--- src/rtl/q2_panel_if.sv ---
// Front-panel signal bundle between the raw switch wiring / core and q2_panel.
interface q2_panel_if;
  logic [11:0] raw_sw;
  logic        raw_incp;
  logic        raw_dep;
  logic        raw_start;
  logic        raw_stop;
  logic        run;
  logic [11:0] sw;
  logic        incp_sw;
  logic        dep_sw;
  logic        start_sw;
  logic        stop_sw;
  logic        busy;

  // Switch/core side: drives raw inputs and run, consumes conditioned outputs.
  modport master (
    output raw_sw, raw_incp, raw_dep, raw_start, raw_stop, run,
    input  sw, incp_sw, dep_sw, start_sw, stop_sw, busy
  );

  // Conditioner side.
  modport slave (
    input  raw_sw, raw_incp, raw_dep, raw_start, raw_stop, run,
    output sw, incp_sw, dep_sw, start_sw, stop_sw, busy
  );
endinterface

--- src/rtl/q2_panel.sv ---
// q2 front-panel conditioner: synchronises and debounces 12 data toggles and
// four momentary buttons, then turns button presses into single, prioritised,
// run-qualified one-clock strobes with a lockout until all buttons release.
module q2_panel #(
  parameter int DEBOUNCE_CYCLES = 500,
  parameter int CNT_W           = 10
) (
  input logic        clk,
  input logic        rst,
  q2_panel_if.slave  pnl
);

  localparam logic [CNT_W-1:0] CNT_LAST = CNT_W'(DEBOUNCE_CYCLES - 1);

  typedef enum logic {
    IDLE,
    HELD
  } state_t;

  // Bits 11:0 data toggles, 12 incp, 13 dep, 14 start, 15 stop.
  logic [15:0]      raw_all;
  logic [15:0]      sync1;
  logic [15:0]      sync2;
  logic [15:0]      db;
  logic [CNT_W-1:0] cnt [16];

  logic   db_incp, db_dep, db_start, db_stop, any_btn;
  state_t state_q, state_d;
  logic   incp_q, dep_q, start_q, stop_q;
  logic   incp_d, dep_d, start_d, stop_d;

  assign raw_all = {pnl.raw_stop, pnl.raw_start, pnl.raw_dep, pnl.raw_incp, pnl.raw_sw};

  // Two-flop synchroniser for every asynchronous panel input.
  always_ff @(posedge clk) begin
    if (rst) begin
      sync1 <= '0;
      sync2 <= '0;
    end else begin
      sync1 <= raw_all;
      sync2 <= sync1;
    end
  end

  // Per-input debounce: a new level must persist DEBOUNCE_CYCLES samples.
  always_ff @(posedge clk) begin
    if (rst) begin
      db <= '0;
      for (int unsigned i = 0; i < 16; i++) cnt[i] <= '0;
    end else begin
      for (int unsigned i = 0; i < 16; i++) begin
        if (sync2[i] == db[i]) begin
          cnt[i] <= '0;
        end else if (cnt[i] == CNT_LAST) begin
          db[i]  <= sync2[i];
          cnt[i] <= '0;
        end else begin
          cnt[i] <= cnt[i] + 1'b1;
        end
      end
    end
  end

  assign db_incp  = db[12];
  assign db_dep   = db[13];
  assign db_start = db[14];
  assign db_stop  = db[15];
  assign any_btn  = db_incp | db_dep | db_start | db_stop;

  // Button arbiter next state and strobe selection; run qualifies the winner
  // but a suppressed press still locks out until release.
  always_comb begin
    state_d = state_q;
    incp_d  = 1'b0;
    dep_d   = 1'b0;
    start_d = 1'b0;
    stop_d  = 1'b0;
    case (state_q)
      IDLE: begin
        if (any_btn) begin
          state_d = HELD;
          if (db_stop)       stop_d  = pnl.run;
          else if (db_start) start_d = !pnl.run;
          else if (db_dep)   dep_d   = !pnl.run;
          else               incp_d  = !pnl.run;
        end
      end
      HELD: begin
        if (!any_btn) state_d = IDLE;
      end
      default: state_d = IDLE;
    endcase
  end

  // FSM state and registered strobes.
  always_ff @(posedge clk) begin
    if (rst) begin
      state_q <= IDLE;
      incp_q  <= 1'b0;
      dep_q   <= 1'b0;
      start_q <= 1'b0;
      stop_q  <= 1'b0;
    end else begin
      state_q <= state_d;
      incp_q  <= incp_d;
      dep_q   <= dep_d;
      start_q <= start_d;
      stop_q  <= stop_d;
    end
  end

  assign pnl.sw       = db[11:0];
  assign pnl.incp_sw  = incp_q;
  assign pnl.dep_sw   = dep_q;
  assign pnl.start_sw = start_q;
  assign pnl.stop_sw  = stop_q;
  assign pnl.busy     = (state_q == HELD);

endmodule

--- src/flat_wrapper.sv ---
// flat-port wrapper written by rule: the top's interface ports become plain ports
module q2_panel_flat 
#(
  parameter int DEBOUNCE_CYCLES = 500,
  parameter int CNT_W           = 10
)
  (clk, rst, pnl_raw_sw, pnl_raw_incp, pnl_raw_dep, pnl_raw_start, pnl_raw_stop, pnl_run, pnl_sw, pnl_incp_sw, pnl_dep_sw, pnl_start_sw, pnl_stop_sw, pnl_busy);
  q2_panel_if pnl_i ();
  input logic clk;
  input logic rst;
  input wire logic [$bits(pnl_i.raw_sw)-1:0] pnl_raw_sw;
  input wire logic [$bits(pnl_i.raw_incp)-1:0] pnl_raw_incp;
  input wire logic [$bits(pnl_i.raw_dep)-1:0] pnl_raw_dep;
  input wire logic [$bits(pnl_i.raw_start)-1:0] pnl_raw_start;
  input wire logic [$bits(pnl_i.raw_stop)-1:0] pnl_raw_stop;
  input wire logic [$bits(pnl_i.run)-1:0] pnl_run;
  output wire logic [$bits(pnl_i.sw)-1:0] pnl_sw;
  output wire logic [$bits(pnl_i.incp_sw)-1:0] pnl_incp_sw;
  output wire logic [$bits(pnl_i.dep_sw)-1:0] pnl_dep_sw;
  output wire logic [$bits(pnl_i.start_sw)-1:0] pnl_start_sw;
  output wire logic [$bits(pnl_i.stop_sw)-1:0] pnl_stop_sw;
  output wire logic [$bits(pnl_i.busy)-1:0] pnl_busy;
  assign pnl_i.raw_sw = pnl_raw_sw;
  assign pnl_i.raw_incp = pnl_raw_incp;
  assign pnl_i.raw_dep = pnl_raw_dep;
  assign pnl_i.raw_start = pnl_raw_start;
  assign pnl_i.raw_stop = pnl_raw_stop;
  assign pnl_i.run = pnl_run;
  assign pnl_sw = pnl_i.sw;
  assign pnl_incp_sw = pnl_i.incp_sw;
  assign pnl_dep_sw = pnl_i.dep_sw;
  assign pnl_start_sw = pnl_i.start_sw;
  assign pnl_stop_sw = pnl_i.stop_sw;
  assign pnl_busy = pnl_i.busy;
  q2_panel #(.DEBOUNCE_CYCLES(DEBOUNCE_CYCLES), .CNT_W(CNT_W)) u_core (.clk(clk), .rst(rst), .pnl(pnl_i));
endmodule
--- config.mk ---
export PLATFORM = sky130hd
export DESIGN_NAME = q2_panel_flat
export DESIGN_NICKNAME = d
export VERILOG_FILES = /design/src/rtl/q2_panel_if.sv /design/src/rtl/q2_panel.sv /design/src/flat_wrapper.sv
export SDC_FILE = /design/constraint.sdc
export NUM_CORES = 1
export LEC_CHECK = 0
export ABC_CLOCK_PERIOD_IN_PS = 4200
export CAP_MARGIN = 20
export CORE_MARGIN = 2
export CORE_UTILIZATION = 65
export CTS_BUF_LIST = sky130_fd_sc_hd__clkbuf_8
export CTS_CLUSTER_SIZE = 25
export DETAILED_ROUTE_END_ITERATION = 8
export GPL_ROUTABILITY_DRIVEN = 0
export PLACE_DENSITY = 0.84
export SLEW_MARGIN = 25
export SYNTH_ARGS = -nofsm -noshare
export SYNTH_HDL_FRONTEND = slang
export SYNTH_SLANG_ARGS = --single-unit
--- constraint.sdc ---
create_clock -name clk -period 4.2 [get_ports clk]
set_clock_uncertainty 0.05 [all_clocks]
set_input_delay 0.84 -clock clk [delete_from_list [all_inputs] [get_ports clk]]
set_output_delay 0.84 -clock clk [all_outputs]
set_load 0.02 [all_outputs]
### Word level (Yosys, flattened, before mapping)

Memory sizes are Yosys's and may differ from the RTL's.
Cells that the tools add are included.
W data, S select, Z words.

| word-level totals | value |
|---|---|
| RAM bits | 160 |
| register bits after elaboration | 53 |
| input bits | 19 |
| memories | 1 |
| output and inout port bits | 17 |
| logic and storage cells | 391 |

Memories:

| memory | depth | bits a word | read ports | clocked after Yosys merged registers in | write ports | RTL line | text |
|---|---|---|---|---|---|---|---|
| u_core.cnt | 16 | 10 | 16 | 0 | 16 | q2_panel.sv:25 | `logic [CNT_W-1:0] cnt [16];` |

| operators by class | value |
|---|---|
| reductions and logical operators | 21 |
| mux-type cells | 227 |
| bitwise logic cells | 71 |
| equality and inequality tests | 32 |
| add/sub/neg operators | 16 |

Operators with widths:

| operator | count |
|---|---|
| $mux W10 | 48 |
| $mux W1 | 179 |
| $add A10 B1 Y10 const B | 16 |
| $eq A10 B9 Y1 const B | 16 |
| $or A1 B1 Y1 | 51 |
| $reduce_and A2 Y1 | 16 |
| $not A1 Y1 | 20 |
| $eq A1 B1 Y1 | 16 |
| $reduce_or A6 Y1 | 2 |
| $reduce_or A5 Y1 | 1 |
| $reduce_or A4 Y1 | 1 |
| $logic_not A1 Y1 | 1 |

### Depth between registers and ports, before layout

| depth | value |
|---|---|
| depth after elaboration | 7 |
| depth in mapped cells | 6 |
| depth with buffers taken out | 5 |

### Least setup slack after synthesis

OpenSTA, ideal clock, no wires.

| timing | value |
|---|---|
| kind | input to register |
| start point | in rst |
| end point | mem u_core.cnt[9][2], in the netlist u_core.cnt[1][12], data pin |
| stages | 5 |
| setup slack | 2422 ps |
| arrival time | 1469 ps |
| data required time | 3891 ps |
| library setup time | 259 ps |
| buffers on the path | 2 |
| cells stage by stage | buf_2 > buf_2 > nor2_1 > nand2_1 > nor2_1 |

RTL lines:

| element | RTL line | text |
|---|---|---|
| from (decl) | flat_wrapper.sv:10 | `input logic rst;` |
| to (decl) | q2_panel.sv:25 |  |

### Worst setup path after layout

| timing | value |
|---|---|
| start point | reg u_core.db[7] |
| end point | out pnl_sw[7] |

RTL lines:

| element | RTL line | text |
|---|---|---|
| from (decl) | q2_panel.sv:24 | `logic [15:0] db;` |
| from (signal, indexed assignment) | q2_panel.sv:55 | `db[i] <= sync2[i];` |
| to (decl) | flat_wrapper.sv:17 | `output wire logic [$bits(pnl_i.sw)-1:0] pnl_sw;` |

No word-level cell between the ends.

==> results.md <==
- Most frequent cells after synthesis: 182 x nor2_1, 160 x edfxtp_1, 67 x nand3_1
- Yosys warning count: 0
- Cts repair resizes: 0
- DRT Pass-1 Iters: 7
- Met1 wire length: 8.11 mm
- Highest metal used: met4
- Fillers: 1078
- Met3 routed WL: about 670 microns
- TritonCTS clock tree: done
- Top FF cell, synth: edfxtp_1
- CP arrival: 1560 ps
- FF+latch count, synth: approximately 210
- Die width: 130 microns
- CTS Hold Bufs: 0
- Largest net degree at the start of global routing: 34
- Area leader, netlist: edfxtp_1
- First-pass GRT wire length: slightly above 30 mm
- Met2 wire length: around 8.9 mm
- Final setup margin: about 1700 ps
- Post-CTS Setup Inserts: 0
- Max clock buf depth: 3
- Max Freq: approximately 410 MHz
- Crit path max-delay family: buffers and inverters
- Crit path buf inv count: 1
- Final setup vio count: 0
- Crit-path max cell delay: ~630 ps
- Antenna Violating Nets Remaining: 0
- Crit start category: register
- RSZ-0062 raised after global routing: false
- Hold Fails Final Rpt: 0
- Initial antenna violation count: 0
- Async SR Flop Fraction: 0%
- FP Rows: between 40 and 50
- Cell Chain, Critical Path: clkdlybuf4s50_1
- Synth Cell Area: 10400 sq um
- Remaining global-route overflow: 0
- Number of synthesized flops with an enable pin: 160
- Power Density: roughly 360 nW/um^2
- Final HPWL DP: 12.6 mm
- DR vias: 7209
- Total GRT Usage: roughly 22%
- Syn Area/Cell: roughly 11 sq um
- Netlist cell types: 48
- TritonCTS Buffers: 36
- Dpl ws: 1600 ps
- Fraction of layout cells with a size suffix above 1: slightly above 7%
- Crit path kind: register to output port
- Rel. slew slack: 57.9%
- Sequential share of the synthesized area: a little under three fifths
- P&R area growth vs syn: 17.1%
- CP Capture Type: output port
- IO Count: 36
- Mapped Cells: approximately 940
- Max Fanout on Critical Path: 3
- Final #Nets: roughly 1200
- CORE AREA: ~16000 sq um
- Yosys top cell area share: about 46%
- Worst Max-Slew Pin Slew: 632 ps
- Final worst path period share: 58.4%
- Critical path's slowest cell: clkdlybuf4s50_1
- CTS root buffer: clkbuf_8
- # clock sinks: 213
- Starting Density: approximately 66%
- Number of max-cap violations: 0
- Die height: ~130 microns
- Vias per inst: between 5 and 6
- Detailed Route Iter0 Violations: 474
- Most common cell in the netlist: nor2_1
- Avg WL per Cell: 12.9 microns
- Synth area leaders: edfxtp_1 46%, dfxtp_1 10%, nor2_1 6.6%
- WP data required: around 3300 ps
- Vias in the first global route: around 7000
- P_leak: ~4.6 nW
- DRC viols: 0
- Status: finished, final reports clean
- Clock Latency Late Sink: between 500 and 600 ps
- Hold WC Path Type: register to register
- Worst-path clk slew: roughly 60 ps
- CTS H-tree depth: 2
- Fin Setup TNS: 0 ps
- Final Max Slew Viols: 0
- Diode count: 0
- Final WL: about 18 mm
- Die area: 17000 sq um
- Post-layout min period: about 2500 ps
- IO Port Bufs: 35
- Peak supply drop: ~0.29 mV
==> layer usage <==
layer	vias up	global-route usage, %
met5	-	0
met4	0	7.97
met3	30	4.63
met2	135	37.9
met1	3396	27.6
li1	3648	-
==> worst paths after layout <==
check	start	end	slack [ps]	cells after the start
max reg2reg	u_core.cnt[0][50]	u_core.cnt[0][55]	2430	5
max	u_core.db[7]	pnl_sw[7]	1750	1
min	u_core.sync1[6]	u_core.sync2[6]	390	1
min reg2reg	u_core.sync1[6]	u_core.sync2[6]	390	1
==> flip-flops by register name, indices dropped and copies added (netlist names) <==
name,cells
u_core.pnl.busy,1
u_core.pnl.dep_sw,1
u_core.db,16
u_core.pnl.incp_sw,1
u_core.pnl.stop_sw,1
u_core.cnt,160
u_core.pnl.start_sw,1
u_core.sync2,16
u_core.sync1,16
==> kinds of logic (layout without fill, tap and decap cells) <==
group / Yosys count / in the layout / share of synthesized area, %
multiplexers: 16 / 16 / 1.54
buffers and inverters: 35 / 115 / 1.99
flip-flops: 213 / 213 / 56.6
XOR/XNOR: 110 / 110 / 9.29
AND/OR/NAND/NOR: 484 / 484 / 24.0
adder cells (fa/ha/maj): 16 / 16 / 1.93
other: 1 / 160 / 0.0362
AO/OA/AOI/OAI: 67 / 67 / 4.62
==> cell usage in the layout, fill, tap and decap left out, types with 34 or more instances in the layout <==
cell | Yosys | layout
clkbuf_8 | 1 | 45
clkdlybuf4s50_1 | 0 | 34
conb_1 | 1 | 160
dfxtp_1 | 53 | 53
edfxtp_1 | 160 | 160
nand2_1 | 60 | 60
nand3_1 | 67 | 67
nor2_1 | 182 | 182
nor2b_1 | 42 | 42
xnor2_1 | 60 | 60
xor2_1 | 50 | 50
==> power breakdown <==
| group | leakage [nW] | switching, mW | internal, mW |
|---|---|---|---|
| Sequential | 2.08 | 0.0815 | 2.35 |
| Clock | 0.409 | 0.794 | 0.965 |
| Combinational | 2.09 | 0.105 | 0.0826 |
| Total | 4.58 | 0.981 | 3.39 |
==> cell type report <==
type                            instances  area (sq um)  share of cell area [%]
Sequential cell                       213          5870                    48.3
Multi-Input combinational cell        853          4890                    40.3
Clock buffer                           45           619                    5.10
Timing Repair Buffer                   37           360                    2.97
Tap cell                              216           270                    2.23
Clock inverter                         21          87.6                   0.721
Inverter                               12          45.0                   0.371
==> stage by stage <==
stage	power (mW)	instances	hold WS [ps]	utilization, %	area [sq um]
2_1_floorplan	2.59	1101	364	-	11000
3_3_place_gp	2.64	1331	365	72.8	11400
3_5_place_dp	2.65	1331	377	72.8	11400
4_1_cts	4.42	1397	390	77.3	12100
5_1_grt	4.54	1397	398	77.3	12100
6_report	4.37	1397	386	77.3	12100
(Power assumes the default switching activity.)
==> edit 1, RTL diff (config.mk and constraints unchanged) <==
`DEBOUNCE_CYCLES` is set to 500 in 2 places; all go to 375.
--- a/src/rtl/q2_panel.sv
+++ b/src/rtl/q2_panel.sv
@@ -2,7 +2,7 @@
 // four momentary buttons, then turns button presses into single, prioritised,
 // run-qualified one-clock strobes with a lockout until all buttons release.
 module q2_panel #(
-  parameter int DEBOUNCE_CYCLES = 500,
+  parameter int DEBOUNCE_CYCLES = 375,
   parameter int CNT_W           = 10
 ) (
   input logic        clk,
--- a/src/flat_wrapper.sv
+++ b/src/flat_wrapper.sv
@@ -1,7 +1,7 @@
 // flat-port wrapper written by rule: the top's interface ports become plain ports
 module q2_panel_flat 
 #(
-  parameter int DEBOUNCE_CYCLES = 500,
+  parameter int DEBOUNCE_CYCLES = 375,
   parameter int CNT_W           = 10
 )
   (clk, rst, pnl_raw_sw, pnl_raw_incp, pnl_raw_dep, pnl_raw_start, pnl_raw_stop, pnl_run, pnl_sw, pnl_incp_sw, pnl_dep_sw, pnl_start_sw, pnl_stop_sw, pnl_busy);
Formal check against the unedited RTL: same outputs for any inputs over 4 cycles, from zero or initial values and one cycle with rst high; that may be too few to reach the edited logic, so the function may still have changed.
==> edit 1 against the unedited design <==
  * Sequential share of layout area down 1.2 points
  * Area after synthesis up 3.8%
  * Sequential cell count unchanged
  * Critical path type unchanged
  * Clock power down 9%
  * Setup slack better by 0.0067 ns
  * Design area up 2.5%
  * Hold slack worse by 0.0040 ns
  * Wire length up 1.7%
  * Non-clock buffer count unchanged
  * Power down 3.0%
==> edit 1: results (changes against the unedited design) <==
status: "finished clean"  # unchanged
grtUsageTotal_pct: 21.3  # was 22.0%
cts_htree_levels: 2  # unchanged
whs_path_depth: 1  # unchanged
whs_endpoint: "u_core.sync2[13]$_SDFF_PP0_"  # was u_core.sync2[6]$_SDFF_PP0_
tritoncts.num_buffers: 36  # unchanged
synthAdderAreaFrac_pct: 3.72  # was 1.93%
reg2reg_to: "u_core.cnt[1][64]$_SDFFCE_PP0P_"  # was u_core.cnt[0][55]$_SDFFCE_PN0P_
synthTopCellsByCount: "edfxtp_1, nor2_1, nand3_1, xor2_1, dfxtp_1"  # was nor2_1, edfxtp_1, nand3_1, nand2_1, xnor2_1
crit_start: "u_core.db[2]$_SDFFE_PP0P_"  # was u_core.db[7]$_SDFFE_PP0P_
yosys_most_used_dff: "edfxtp_1"  # unchanged
reg2reg_slack_ns: 2.06  # was 2.43 ns
worstPathMaxFanout: 3  # unchanged
reg2reg_depth: 6  # was 5
synthXorXnorAreaFrac_pct: 7.81  # was 9.29%
grt_pass1_wl_um: 31400  # was 30300 um
top_register: "u_core.cnt"  # unchanged
final_layout_size_suffix_gt1_share_pct: 4.77  # was 7.20%
largest_register_ffs: 160  # unchanged
relSlewSlack_pct: 54.2  # was 57.9%
min-delay-start: "u_core.sync1[13]$_SDFF_PP0_"  # was u_core.sync1[6]$_SDFF_PP0_
critPathSlowestCell: "clkdlybuf4s50_1"  # unchanged
drt-initial-drc-count: 519  # was 474
cts-root-buf: "clkbuf_8"  # unchanged
grt_pass1_vias: 7323  # was 7037
antenna_found_initial: 0  # unchanged
async_flop_share_pct: 0  # unchanged
nNetsFinal: 1262  # was 1188
dr_wl_met3_um: 998  # was 665 um
num-fill-cells: 1128  # was 1078
num_antenna_cells: 0  # unchanged
portBuffers: 35  # unchanged
dp_hpwl_um: 13100  # was 12600 um
synth-compound-area-share_pct: 5.81  # was 4.62%
vias: 7693  # was 7209
r2r_start: "u_core.cnt[1][60]$_SDFFCE_PP0P_"  # was u_core.cnt[0][50]$_SDFFCE_PN0P_
p_leak_nw: 4.82  # was 4.58 nW
routedLengthMet1_um: 8130  # was 8110 um
peakVddDrop_uv: 309  # was 290 uV
hold_class: "reg2reg"  # unchanged
cp.depth: 1  # unchanged
path_clk_slew_ns: 0.06  # about the same
synthTopCellsByArea: "edfxtp_1, dfxtp_1, nor2_1, xor2_1, ha_1"  # was edfxtp_1, dfxtp_1, nor2_1, xnor2_1, xor2_1
clockBufferDepth: 3  # unchanged
met2_wirelength_um: 8800  # was 8880 um
cpPeakStageDelay_ns: 0.64
firstDrtPassIters: 5  # was 7
synth_warnings: 0  # unchanged
synth.distinct_cells: 51  # was 48
crit_family: "buffers and inverters"  # unchanged
worstSetupEndpoint: "pnl_sw[2]"  # was pnl_sw[7]
wire_per_inst_um: 12.6  # was 12.9 um
grt_max_degree: 37  # was 34
synth_mux_area_share_pct: 1.77  # was 1.54%
ys_seq_area_share_pct: 54.5  # was 56.6%
[edit 1: cell type report]
type	count	share of cell area, %
multi-input cells	891	41.8
well taps	220	2.21
inverters	32	0.965
clock inverters	26	0.814
repair buffers	37	2.90
flip-flops and latches	213	47.1
clock buffers	38	4.20
[edit 1: metal layers]
layer | vias to the layer above | track usage, %
met3 | 45 | 5.33
met2 | 194 | 35.7
met4 | 0 | 7.17
li1 | 3875 | -
met5 | - | 0
met1 | 3579 | 27.3
[edit 1: cells by family after synthesis]
family	count (synthesis)
AO/OA/AOI/OAI	109
flip-flops	213
multiplexers	19
XOR/XNOR	96
other	1
buffers and inverters	63
adder cells (fa/ha/maj)	32
AND/OR/NAND/NOR	475
[edit 1: metrics by stage]
| stage | area [um^2] | setup WS, ns | hold slack, ns | std cells | util, % |
|---|---|---|---|---|---|
| final | 12400 | 1.76 | 0.382 | 1457 | 75.9 |
| after global routing | 12400 | 1.70 | 0.406 | 1457 | 75.9 |
| after CTS | 12400 | 1.71 | 0.387 | 1457 | 75.9 |
| after detailed placement | 11800 | 1.69 | 0.375 | 1393 | 72.1 |
| after global placement | 11800 | 1.73 | 0.367 | 1393 | 72.1 |
| after floorplan | 11400 | 2.35 | 0.364 | 1167 | - |
[edit 1: power by group]
| part | internal, mW | switching, mW |
|---|---|---|
| combinational | 0.0867 | 0.109 |
| sequential | 2.35 | 0.0853 |
| clock | 0.833 | 0.782 |
| total | 3.27 | 0.977 |
==> edit 2, RTL diff (same flow settings) <==
Made on the original files. Reset style: asynchronous (`rst`), changed in 3 clocked blocks.
--- a/src/rtl/q2_panel.sv
+++ b/src/rtl/q2_panel.sv
@@ -32,7 +32,7 @@
   assign raw_all = {pnl.raw_stop, pnl.raw_start, pnl.raw_dep, pnl.raw_incp, pnl.raw_sw};
 
   // Two-flop synchroniser for every asynchronous panel input.
-  always_ff @(posedge clk) begin
+  always_ff @(posedge clk or posedge rst) begin
     if (rst) begin
       sync1 <= '0;
       sync2 <= '0;
@@ -43,7 +43,7 @@
   end
 
   // Per-input debounce: a new level must persist DEBOUNCE_CYCLES samples.
-  always_ff @(posedge clk) begin
+  always_ff @(posedge clk or posedge rst) begin
     if (rst) begin
       db <= '0;
       for (int unsigned i = 0; i < 16; i++) cnt[i] <= '0;
@@ -93,7 +93,7 @@
   end
 
   // FSM state and registered strobes.
-  always_ff @(posedge clk) begin
+  always_ff @(posedge clk or posedge rst) begin
     if (rst) begin
       state_q <= IDLE;
       incp_q  <= 1'b0;
Check against the original RTL: same outputs for any inputs over 4 cycles, from zero or initial values and one cycle with rst high; that may be too few to reach the edited logic, so the function may still have changed.
==> edit 2 against the unedited design <==
  * Design area down 8.0%
  * Count of clock-buffer cells in the layout grew 5
  * Power down 0.82%
  * Wire length down 2.7%
  * Clock power rose by 14%
  * Hold slack worse by 0.098 ns
  * Sequential cell count unchanged
  * Setup slack better by 0.0028 ns
  * Non-clock buffer count grew 1
  * Area after synthesis is 5.2% lower
  * Die area shrank 5.0%
  * Critical endpoint is now pnl_sw[3]
  * Largest cell class unchanged
  * Highest routed layer unchanged
==> edit 2: results (changes against the unedited design) <==
crit_start: "u_core.db[3]$_DFFE_PP0P_"  # was u_core.db[7]$_SDFFE_PP0P_
whs_path_depth: 0  # was 1
nNetsFinal: 1003  # was 1188
reg2reg_to: "u_core.db[15]$_DFFE_PP0P_"  # was u_core.cnt[0][55]$_SDFFCE_PN0P_
relSlewSlack_pct: 47.5  # was 57.9%
reg2reg_depth: 4  # was 5
worstPathMaxFanout: 4  # was 3
synthTopCellsByArea: "dfrtp_1, nand3_1, or3_1, xnor2_1, xor2_1"  # was edfxtp_1, dfxtp_1, nor2_1, xnor2_1, xor2_1
place_area_um2: 10400  # was 11400 um^2
dp_hpwl_um: 11500  # was 12600 um
grtUsageMet1_pct: 31.3  # was 27.6%
vias_per_cell: 6.04  # was 5.16
grt_pass1_wl_um: 31000  # was 30300 um
syn_avg_cell_area_um2: 10.9  # was 11.0 um^2
worstSetupEndpoint: "pnl_sw[3]"  # was pnl_sw[7]
vias: 7104  # was 7209
wire_per_inst_um: 14.9  # was 12.9 um
swShare_pct: 22.5  # was 22.4%
met2_usage_pct: 37.3  # was 37.9%
dp_slack_ns: 1.84  # was 1.60 ns
yosys_most_used_dff: "dfrtp_1"  # was edfxtp_1
final_layout_size_suffix_gt1_share_pct: 9.67  # was 7.20%
p_int_mw: 3.36  # was 3.39 mW
status: "finished clean"  # unchanged
async_flop_share_pct: 100  # was 0%
synth_warnings: 0  # unchanged
clock_net_power_mw: 2.00  # was 1.76 mW
r2r_start: "u_core.cnt[0]$_DFF_PP0_"  # was u_core.cnt[0][50]$_SDFFCE_PN0P_
tritoncts.num_buffers: 37  # was 36
syn-num-nets: 940
peakVddDrop_uv: 325  # was 290 uV
synthTopCellsByCount: "dfrtp_1, nor2_1, nand3_1, a21oi_1, or3_1"  # was nor2_1, edfxtp_1, nand3_1, nand2_1, xnor2_1
worst_slack_ns: 1.75  # about the same
drt-initial-drc-count: 423  # was 474
dp.cells: 1113  # was 1331
reg2reg_slack_ns: 2.31  # was 2.43 ns
grtUsageTotal_pct: 23.1  # was 22.0%
p_leak_nw: 4.51  # was 4.58 nW
ys_seq_area_share_pct: 54.2  # was 56.6%
firstDrtPassIters: 5  # was 7
comb_cell_power_mw: 0.179  # was 0.188 mW
[edit 2: cell count changes in the layout (fill, tap and decap cells not counted), sizes merged, moves of 25 or more]
cell    change
dfrtp     +213
conb      -160
edfxtp    -160
nor2      -116
dfxtp      -53
nor2b      -42
or3        +42
a21oi      +31
o211ai     +31
o21ai      +28
o31ai      +28
xnor2      -26
nand4      +25
[edit 2: how the worst min path moves through the flow]
| stage | endpoint | from |
|---|---|---|
| 2_1_floorplan | u_core.sync2[0]$_DFF_PP0_ | u_core.sync1[0]$_DFF_PP0_ |
| 3_3_place_gp | u_core.sync2[3]$_DFF_PP0_ | u_core.sync1[3]$_DFF_PP0_ |
| 3_5_place_dp | u_core.sync2[3]$_DFF_PP0_ | u_core.sync1[3]$_DFF_PP0_ |
| 4_1_cts | u_core.sync2[12]$_DFF_PP0_ | u_core.sync1[12]$_DFF_PP0_ |
| 5_1_grt | u_core.sync2[12]$_DFF_PP0_ | u_core.sync1[12]$_DFF_PP0_ |
| 6_report | u_core.sync2[6]$_DFF_PP0_ | u_core.sync1[6]$_DFF_PP0_ |
[edit 2: kinds of logic after synthesis]
logic type               Yosys count  synth area share [%]
AO/OA/AOI/OAI                    177                  12.2
buffers and inverters             52                  2.46
multiplexers                      16                  1.83
flip-flops                       213                  54.2
XOR/XNOR                          66                  5.96
adder cells (fa/ha/maj)           16                  2.04
AND/OR/NAND/NOR                  365                  21.4
[edit 2: per-layer routing]
metal | part of all wire (%) | routed length [um]
met5 | 0 | 0
met4 | 2.0 | 353
met2 | 47 | 8260
met3 | 3.9 | 682
met1 | 47 | 8200
[edit 2: final cells by class]
cell class	count	area (um^2)
timing repair buffer	38	398
sequential	213	5330
clock buffer	50	688
multi-input combinational	640	4260
clock inverter	14	118
inverter	38	146
tap	184	230
fill	974	3470
